## src/rtl/updi_link_ctrl.sv

```systemverilog
// rtl/updi_link_ctrl.sv - UPDI link controller: SYNC/LDCS/STCS/BREAK sequencing over phy FIFOs
// Optional feature: define UPDI_LINK_ECHO_CHECK_EN to compare echoed bytes with the bytes sent.
module updi_link_ctrl #(
   parameter int         RX_TIMEOUT_CLK = 200000,
   parameter logic [7:0] SYNC_BYTE      = 8'h55
) (
   input  logic       clk,
   input  logic       rst,
   input  logic       cmd_valid,
   output logic       cmd_ready,
   input  logic [1:0] cmd_op,
   input  logic [3:0] cmd_addr,
   input  logic [7:0] cmd_wdata,
   output logic       rsp_valid,
   output logic [7:0] rsp_rdata,
   output logic [1:0] rsp_status,
   output logic [7:0] tx_data,
   output logic       tx_wr_en,
   input  logic       tx_full,
   input  logic [7:0] rx_data,
   output logic       rx_rd_en,
   input  logic       rx_empty,
   input  logic       rx_error,
   output logic       db_start,
   input  logic       db_busy,
   input  logic       db_done
);

   localparam logic [1:0]  OP_LDCS  = 2'b00;
   localparam logic [1:0]  OP_STCS  = 2'b01;
   localparam logic [1:0]  OP_BREAK = 2'b10;
   localparam logic [1:0]  ST_OK    = 2'b00;
   localparam logic [1:0]  ST_TMO   = 2'b01;
   localparam logic [1:0]  ST_RXERR = 2'b10;
   localparam logic [1:0]  ST_BAD   = 2'b11;
   localparam logic [31:0] TMO_LAST = 32'(RX_TIMEOUT_CLK - 1);

   typedef enum logic [2:0] {
      S_IDLE, S_BREAK, S_TX, S_ECHO, S_RX, S_DRAIN, S_RESP
   } state_t;

   state_t      state_q;
   logic [1:0]  op_q;
   logic [3:0]  addr_q;
   logic [7:0]  wdata_q;
   logic [1:0]  tx_idx_q;
   logic [1:0]  echo_idx_q;
   logic [31:0] tmo_q;
   logic        mism_q;
   logic [1:0]  status_q;
   logic [7:0]  rdata_q;
   logic        cmd_ready_q;
   logic        rsp_valid_q;
   logic        db_start_q;

   logic [1:0]  last_idx;
   logic        rx_live;
   logic        echo_bad;
   logic        unused_db_busy;

   // Byte n of the instruction frame: SYNC, opcode|addr, then STCS data.
   function automatic logic [7:0] seq_byte(input logic [1:0] idx, input logic [1:0] op,
                                           input logic [3:0] addr, input logic [7:0] wd);
      logic [7:0] b;
      case (idx)
         2'd0:    b = SYNC_BYTE;
         2'd1:    b = {(op == OP_STCS) ? 4'hC : 4'h8, addr};
         default: b = wd;
      endcase
      return b;
   endfunction

   // db_busy is informational only; break completion is taken from db_done.
   assign unused_db_busy = db_busy;

   assign last_idx  = (op_q == OP_STCS) ? 2'd2 : 2'd1;
   assign rx_live   = (state_q == S_ECHO) || (state_q == S_RX);
   assign tx_data   = seq_byte(tx_idx_q, op_q, addr_q, wdata_q);
   // Full gating is combinational so a write can never coincide with tx_full.
   assign tx_wr_en  = (state_q == S_TX) && !tx_full;
   // An rx_error cycle aborts without consuming the byte; DRAIN flushes it.
   assign rx_rd_en  = !rx_empty && ((rx_live && !rx_error) || (state_q == S_DRAIN));

`ifdef UPDI_LINK_ECHO_CHECK_EN
   assign echo_bad  = (rx_data != seq_byte(echo_idx_q, op_q, addr_q, wdata_q));
`else
   assign echo_bad  = 1'b0;
`endif

   assign cmd_ready  = cmd_ready_q;
   assign rsp_valid  = rsp_valid_q;
   assign rsp_rdata  = rdata_q;
   assign rsp_status = status_q;
   assign db_start   = db_start_q;

   // Transaction sequencer: accept, transmit, consume echo/reply, respond.
   always_ff @(posedge clk) begin
      if (rst) begin
         state_q     <= S_IDLE;
         op_q        <= OP_LDCS;
         addr_q      <= 4'h0;
         wdata_q     <= 8'h00;
         tx_idx_q    <= 2'd0;
         echo_idx_q  <= 2'd0;
         tmo_q       <= 32'd0;
         mism_q      <= 1'b0;
         status_q    <= ST_OK;
         rdata_q     <= 8'h00;
         cmd_ready_q <= 1'b0;
         rsp_valid_q <= 1'b0;
         db_start_q  <= 1'b0;
      end else begin
         rsp_valid_q <= 1'b0;
         db_start_q  <= 1'b0;
         case (state_q)
            S_IDLE: begin
               cmd_ready_q <= 1'b1;
               if (cmd_valid && cmd_ready_q) begin
                  cmd_ready_q <= 1'b0;
                  op_q        <= cmd_op;
                  addr_q      <= cmd_addr;
                  wdata_q     <= cmd_wdata;
                  rdata_q     <= 8'h00;
                  status_q    <= ST_OK;
                  mism_q      <= 1'b0;
                  tx_idx_q    <= 2'd0;
                  echo_idx_q  <= 2'd0;
                  tmo_q       <= 32'd0;
                  if (cmd_op == OP_BREAK) begin
                     db_start_q <= 1'b1;
                     state_q    <= S_BREAK;
                  end else if (cmd_op == 2'b11) begin
                     status_q   <= ST_BAD;
                     state_q    <= S_RESP;
                  end else begin
                     state_q    <= S_TX;
                  end
               end
            end
            S_BREAK: begin
               if (db_done) state_q <= S_DRAIN;
            end
            S_TX: begin
               if (!tx_full) begin
                  if (tx_idx_q == last_idx) begin
                     tmo_q   <= 32'd0;
                     state_q <= S_ECHO;
                  end else begin
                     tx_idx_q <= tx_idx_q + 2'd1;
                  end
               end
            end
            S_ECHO, S_RX: begin
               if (rx_error) begin
                  status_q <= ST_RXERR;
                  state_q  <= S_DRAIN;
               end else if (!rx_empty) begin
                  tmo_q <= 32'd0;
                  if (state_q == S_RX) begin
                     rdata_q <= rx_data;
                     state_q <= S_RESP;
                  end else begin
                     if (echo_bad) mism_q <= 1'b1;
                     if (echo_idx_q == last_idx) begin
                        if (mism_q || echo_bad) begin
                           status_q <= ST_BAD;
                           state_q  <= S_DRAIN;
                        end else if (op_q == OP_LDCS) begin
                           state_q  <= S_RX;
                        end else begin
                           state_q  <= S_RESP;
                        end
                     end else begin
                        echo_idx_q <= echo_idx_q + 2'd1;
                     end
                  end
               end else if (tmo_q == TMO_LAST) begin
                  status_q <= ST_TMO;
                  state_q  <= S_DRAIN;
               end else begin
                  tmo_q <= tmo_q + 32'd1;
               end
            end
            S_DRAIN: begin
               if (rx_empty) state_q <= S_RESP;
            end
            S_RESP: begin
               rsp_valid_q <= 1'b1;
               cmd_ready_q <= 1'b1;
               state_q     <= S_IDLE;
            end
            default: state_q <= S_IDLE;
         endcase
      end
   end

endmodule

```

## config.mk

```make
export PLATFORM = sky130hd
export DESIGN_NAME = updi_link_ctrl
export DESIGN_NICKNAME = d
export VERILOG_FILES = /design/src/rtl/updi_link_ctrl.sv
export SDC_FILE = /design/constraint.sdc
export NUM_CORES = 1
export LEC_CHECK = 0
export CELL_PAD_IN_SITES_DETAIL_PLACEMENT = 2
export CELL_PAD_IN_SITES_GLOBAL_PLACEMENT = 2
export CORE_MARGIN = 5
export CORE_UTILIZATION = 34
export CTS_CLUSTER_SIZE = 28
export DETAILED_ROUTE_END_ITERATION = 16
export GPL_ROUTABILITY_DRIVEN = 0
export PLACE_DENSITY_LB_ADDON = 0.12
export SYNTH_ARGS = -nofsm -noshare
export SYNTH_HDL_FRONTEND = slang
export SYNTH_SLANG_ARGS = --single-unit
```

## constraint.sdc

```tcl
create_clock -name clk -period 5.7 [get_ports clk]
set_clock_uncertainty 0.1 [all_clocks]
set_input_delay 1.14 -clock clk [delete_from_list [all_inputs] [get_ports clk]]
set_output_delay 1.14 -clock clk [all_outputs]
set_load 0.05 [all_outputs]
```

## Yosys cells after proc, flatten, opt, wreduce, memory -nomap -nowiden

Index checks and enable logic that the tools add are counted.

- Flip-flop bits (word level): 66
- Bits in latches: 0
- RAM bits: 0
- ROM bits: 0
- Word-level logic and storage cells: 121
- Memories: 0

- Add/subtract/negate cells: 3
- Multipliers: 0
- Divide/modulo/power cells: 0
- Magnitude comparators: 0
- Equality and inequality tests: 30
- Shifts and indexed selects: 0
- Mux-type cells: 49
- Bitwise gates (word level): 2
- Reductions and logical operators: 25

Operators by type and width:

| kind | count |
|---|---|
| 32-bit 2-to-1 mux | 6 |
| 32-bit case mux with 3 select lines | 1 |
| 3-bit 2-to-1 mux | 13 |
| 32-bit by 1-bit adder with 32-bit output (second input constant) | 1 |
| 32-bit by 18-bit equality test with 1-bit output (second input constant) | 1 |
| 8-bit 2-to-1 mux | 4 |
| 8-bit case mux with 2 select lines | 2 |
| 2-bit 2-to-1 mux | 15 |
| 2-bit inequality test (second input constant) | 10 |
| 6-bit AND reduction | 3 |
| 3-bit case mux with 5 select lines | 1 |
| 4-bit inequality test (second input constant) | 3 |
| 2-bit case mux with 2 select lines | 3 |
| 3-bit equality test (second input constant) | 3 |
| 7-bit AND reduction | 1 |
| 3-bit by 2-bit equality test with 1-bit output (second input constant) | 2 |
| 3-bit inequality test (second input constant) | 2 |
| 2-bit nonzero test | 3 |
| 5-bit inequality test (second input constant) | 1 |
| 5-bit AND reduction | 1 |
| 2-bit by 1-bit adder with 2-bit output (second input constant) | 2 |
| 2-bit by 1-bit equality test with 1-bit output (second input constant) | 2 |
| 2-bit equality test | 2 |
| 2-bit equality test (second input constant) | 2 |
| other kinds (15) | 25 |

## Depth between registers and ports, before layout

- Depth after elaboration: 8
- Gate-level depth with buffers: 8

## Least setup slack after synthesis

Ideal clock, no wire load.

- Kind: input -> output
- Start: in rx_error
- End: out rx_rd_en
- Arrival time: 2,562 ps
- Required time: 4,460 ps
- Slack: 1,898 ps
- Cell stages on the path: 3
- Buffers on the path: 1
- Cell sequence: clkbuf_1 > or4bb_1 > a21oi_1

- Word-level cells in the longest chain between the ends: 4

Ends and longest elaborated chain:

| item | RTL line | RTL |
|---|---|---|
| from (decl) | 23 | `input logic rx_error,` |
| 1-bit zero test | 82 | `assign rx_rd_en = !rx_empty && ((rx_live && !rx_error) \|\| (state_q == S_DRAIN));` |
| 1-bit logical AND | 82 |  |
| 1-bit logical OR | 82 |  |
| 1-bit logical AND | 82 |  |
| to (decl) | 21 | `output logic rx_rd_en,` |

Every way passes these cells.

## Worst setup path after layout

Same ends and word-level chain as after synthesis.

==> results by group <==
Outcome
  – Outcome: finished, final reports clean

Finish
  – Most frequent cells in the layout: nand2_1 (79), dfxtp_1 (66), a21oi_1 (52)
  – Nets@finish: 551
  – Layout cells sized above 1: 0.0574
  – Layout area overhead: 23.7%
  – Post-route cell area: 4450 sq um
  – Antenna diode count: 0
  – Most common cell after layout, fill and taps aside: nand2_1

Yosys
  – Simple-gate area share of the yosys netlist: 0.341
  – Synth top area share: 0.367
  – Mapped cell area: 3600 sq um
  – Area leader, netlist: dfxtp_1
  – XOR/XNOR share of the synthesized area: 0.00730
  – Ys async rst share: 0
  – Syn Inst Count: 478
  – Number of library cell types mapped by synthesis: 63
  – Ys Warns: 0
  – Sequential cell area fraction in the yosys report: 0.367
  – Post-synth EDFFs: 0
  – Synth Area in Adders: 0.0104
  – Ys flop type: dfxtp_1
  – Seq cells post-synth: 66
  – Top post-synthesis cells by area: dfxtp_1 (37%), nand2_1 (8.2%), a21oi_1 (7.2%)
  – Post-synthesis mux area share: 0.00869
  – Largest family of logic cells by synthesized area: simple AND/OR/NAND/NOR gates
  – Post-Syn Nets: 511
  – Complex-gate fraction of the synthesized area: 0.225
  – Average size of a mapped cell: 7.53 sq um

Timing
  – Max-slew violation count: 0
  – Setup tns final: 0 ns
  – Tcrit/Tclk final: 0.796
  – Final min period: 4.54 ns
  – # setup viols final: 0
  – Fmax: 0.220 GHz
  – Final WS setup: 1.16 ns
  – Final Hold Viols: 0
  – Relative slew margins: 0.272
  – Actual slew at the worst max-slew pin: 1.08 ns
  – RSZ-0062 raised after global routing: false
  – Hold Slack: 0.360 ns

Worst setup path
  – Reg-to-Reg Start: state_q[1]$_SDFFE_PP0P_
  – Worst setup path start: rx_error
  – Arr. time, crit path: 3.30 ns
  – Req. time, crit path: 4.46 ns
  – Worst Setup Start Kind: input port
  – CP Max Fanout: 8
  – Crit Path Category: input port to output pin
  – Element type at the critical path end: output pin

CTS
  – Hold-fix buffer count after cts: 0
  – CTS max path bufs: 2
  – Reg clk slew, reported paths: 0.07 ns
  – CTS tree: done
  – Clock Latency Late Sink: 0.36 ns
  – Clock Tree Root: clkbuf_8
  – Setup bufs post-CTS: 0
  – CTS-repair resized insts: 0
  – Total CTS buffers: 9
  – Clock sink count: 66
  – Maximum level of the CTS H-tree: 3

Place
  – Setup WS pre-CTS: 1.20 ns
  – PortBufs: 51
  – DP Wirelength: 8890 um
  – DP Area: 4190 sq um

Pwr
  – Design Power: 1710 uW
  – Pwr/cell area: 384 nW/um^2
  – Static Leakage: 0.00155 uW
  – VDD IR max: 248 uV

Detailed routing
  – Remaining DRCs: 0
  – Drt first-iter violations: 118
  – WL final: 12400 um
  – First-pass DRT Iterations: 4
  – Vias per cell: 5.71
  – Routed len/inst: 18.9 um
  – Vias: 3762
  – Final ANT Viol Nets: 0

Min path
  – Hold/Removal Path Class: flop to flop
  – Min-Delay Startpoint: rsp_rdata[4]$_SDFFE_PP0P_

Die
  – Rows: 37
  – Die X-Extent: 113 um
  – Core ar.: 10300 sq um
  – Die area: 12700 sq um
  – Die Ht: 113 um
  – Boundary pin count: 53
  – Starting density of the core: 0.349

Global route
  – Largest net degree at the start of global routing: 41
  – Initial antenna violation count: 0
  – Global-route wire length before repair: 21100 um
  – Total grt overflow: 0
  – Vias in the first global route: 4146
  – GR Util All Layers: 0.203

Flow run
  – Max Cap Viol: 0
[flip-flops by register name, summed over array words and instances, names as in the netlist]
| name | cells |
|---|---|
| addr_q | 4 |
| cmd_ready | 1 |
| db_start | 1 |
| echo_idx_q | 2 |
| op_q | 2 |
| rsp_rdata | 8 |
| rsp_status | 2 |
| rsp_valid | 1 |
| state_q | 3 |
| tmo_q | 32 |
| tx_idx_q | 2 |
| wdata_q | 8 |
[report_power, final]
part | switching, uW | total [uW] | leakage [uW] | internal (uW)
Sequential | 54.5 | 556 | 0.000534 | 501
Combinational | 409 | 613 | 0.000884 | 204
Clock | 204 | 539 | 0.000129 | 335
Total | 668 | 1710 | 0.00155 | 1040
[critical path, cell delays in order]
cell	delay, ns
clkdlybuf4s50_1	0.56
or4bb_1	0.58
a21oi_1	0.18
clkdlybuf4s50_1	0.83
[synth_stat cells (4+ instances only)]
master    number
nand2_1       79
dfxtp_1       66
a21oi_1       52
nor2_1        39
o21ai_0       32
nand3_1       23
clkbuf_1      18
nor3_1        17
nand2b_1      11
nand4_1       11
nor4_1        11
and3_1        10
nor2b_1        9
inv_1          8
a31oi_1        6
and2_1         5
o21a_1         5
a211o_1        4
o211ai_1       4
or3_1          4
[routing by layer]
metal,vias up,wire [um],global-route usage
met2,39,6450,0.361
li1,1816,-,-
met5,-,0,0
met1,1892,5590,0.252
met4,0,199,0.0705
met3,15,196,0.0246
[cell families (layout without fill, tap and decap cells)]
kind of cell    after synthesis  count (layout)
flops                        66              66
xor+xnor                      3               3
compound gates              130             130
fa+ha+maj                     3               3
simple gates                240             240
buf+inv                      33              78
mux                           3               3
[final cells by class]
| type | count | area [sq um] |
|---|---|---|
| fill | 1204 | 5870 |
| clock inverter | 7 | 141 |
| tap | 136 | 170 |
| clock buffer | 9 | 124 |
| inverter | 8 | 30.0 |
| sequential | 66 | 1320 |
| multi-input combinational | 379 | 2130 |
| timing repair buffer | 54 | 533 |
[worst paths after layout]
kind | end | depth (start not counted) | slack [ns]
setup / recovery | rx_rd_en | 4 | 1.16
hold / removal | rsp_rdata[4]$_SDFFE_PP0P_ | 2 | 0.36
setup reg to reg | tmo_q[19]$_SDFFE_PP0P_ | 7 | 1.71
hold reg to reg | rsp_rdata[4]$_SDFFE_PP0P_ | 2 | 0.36
[stage by stage]
| step | utilization | instances |
|---|---|---|
| floorplan | - | 478 |
| global placement | 0.406 | 643 |
| detailed placement | 0.406 | 643 |
| CTS | 0.431 | 659 |
| global route | 0.431 | 659 |
| finish | 0.431 | 659 |
Note: power is estimated with default switching activity, not from simulation.
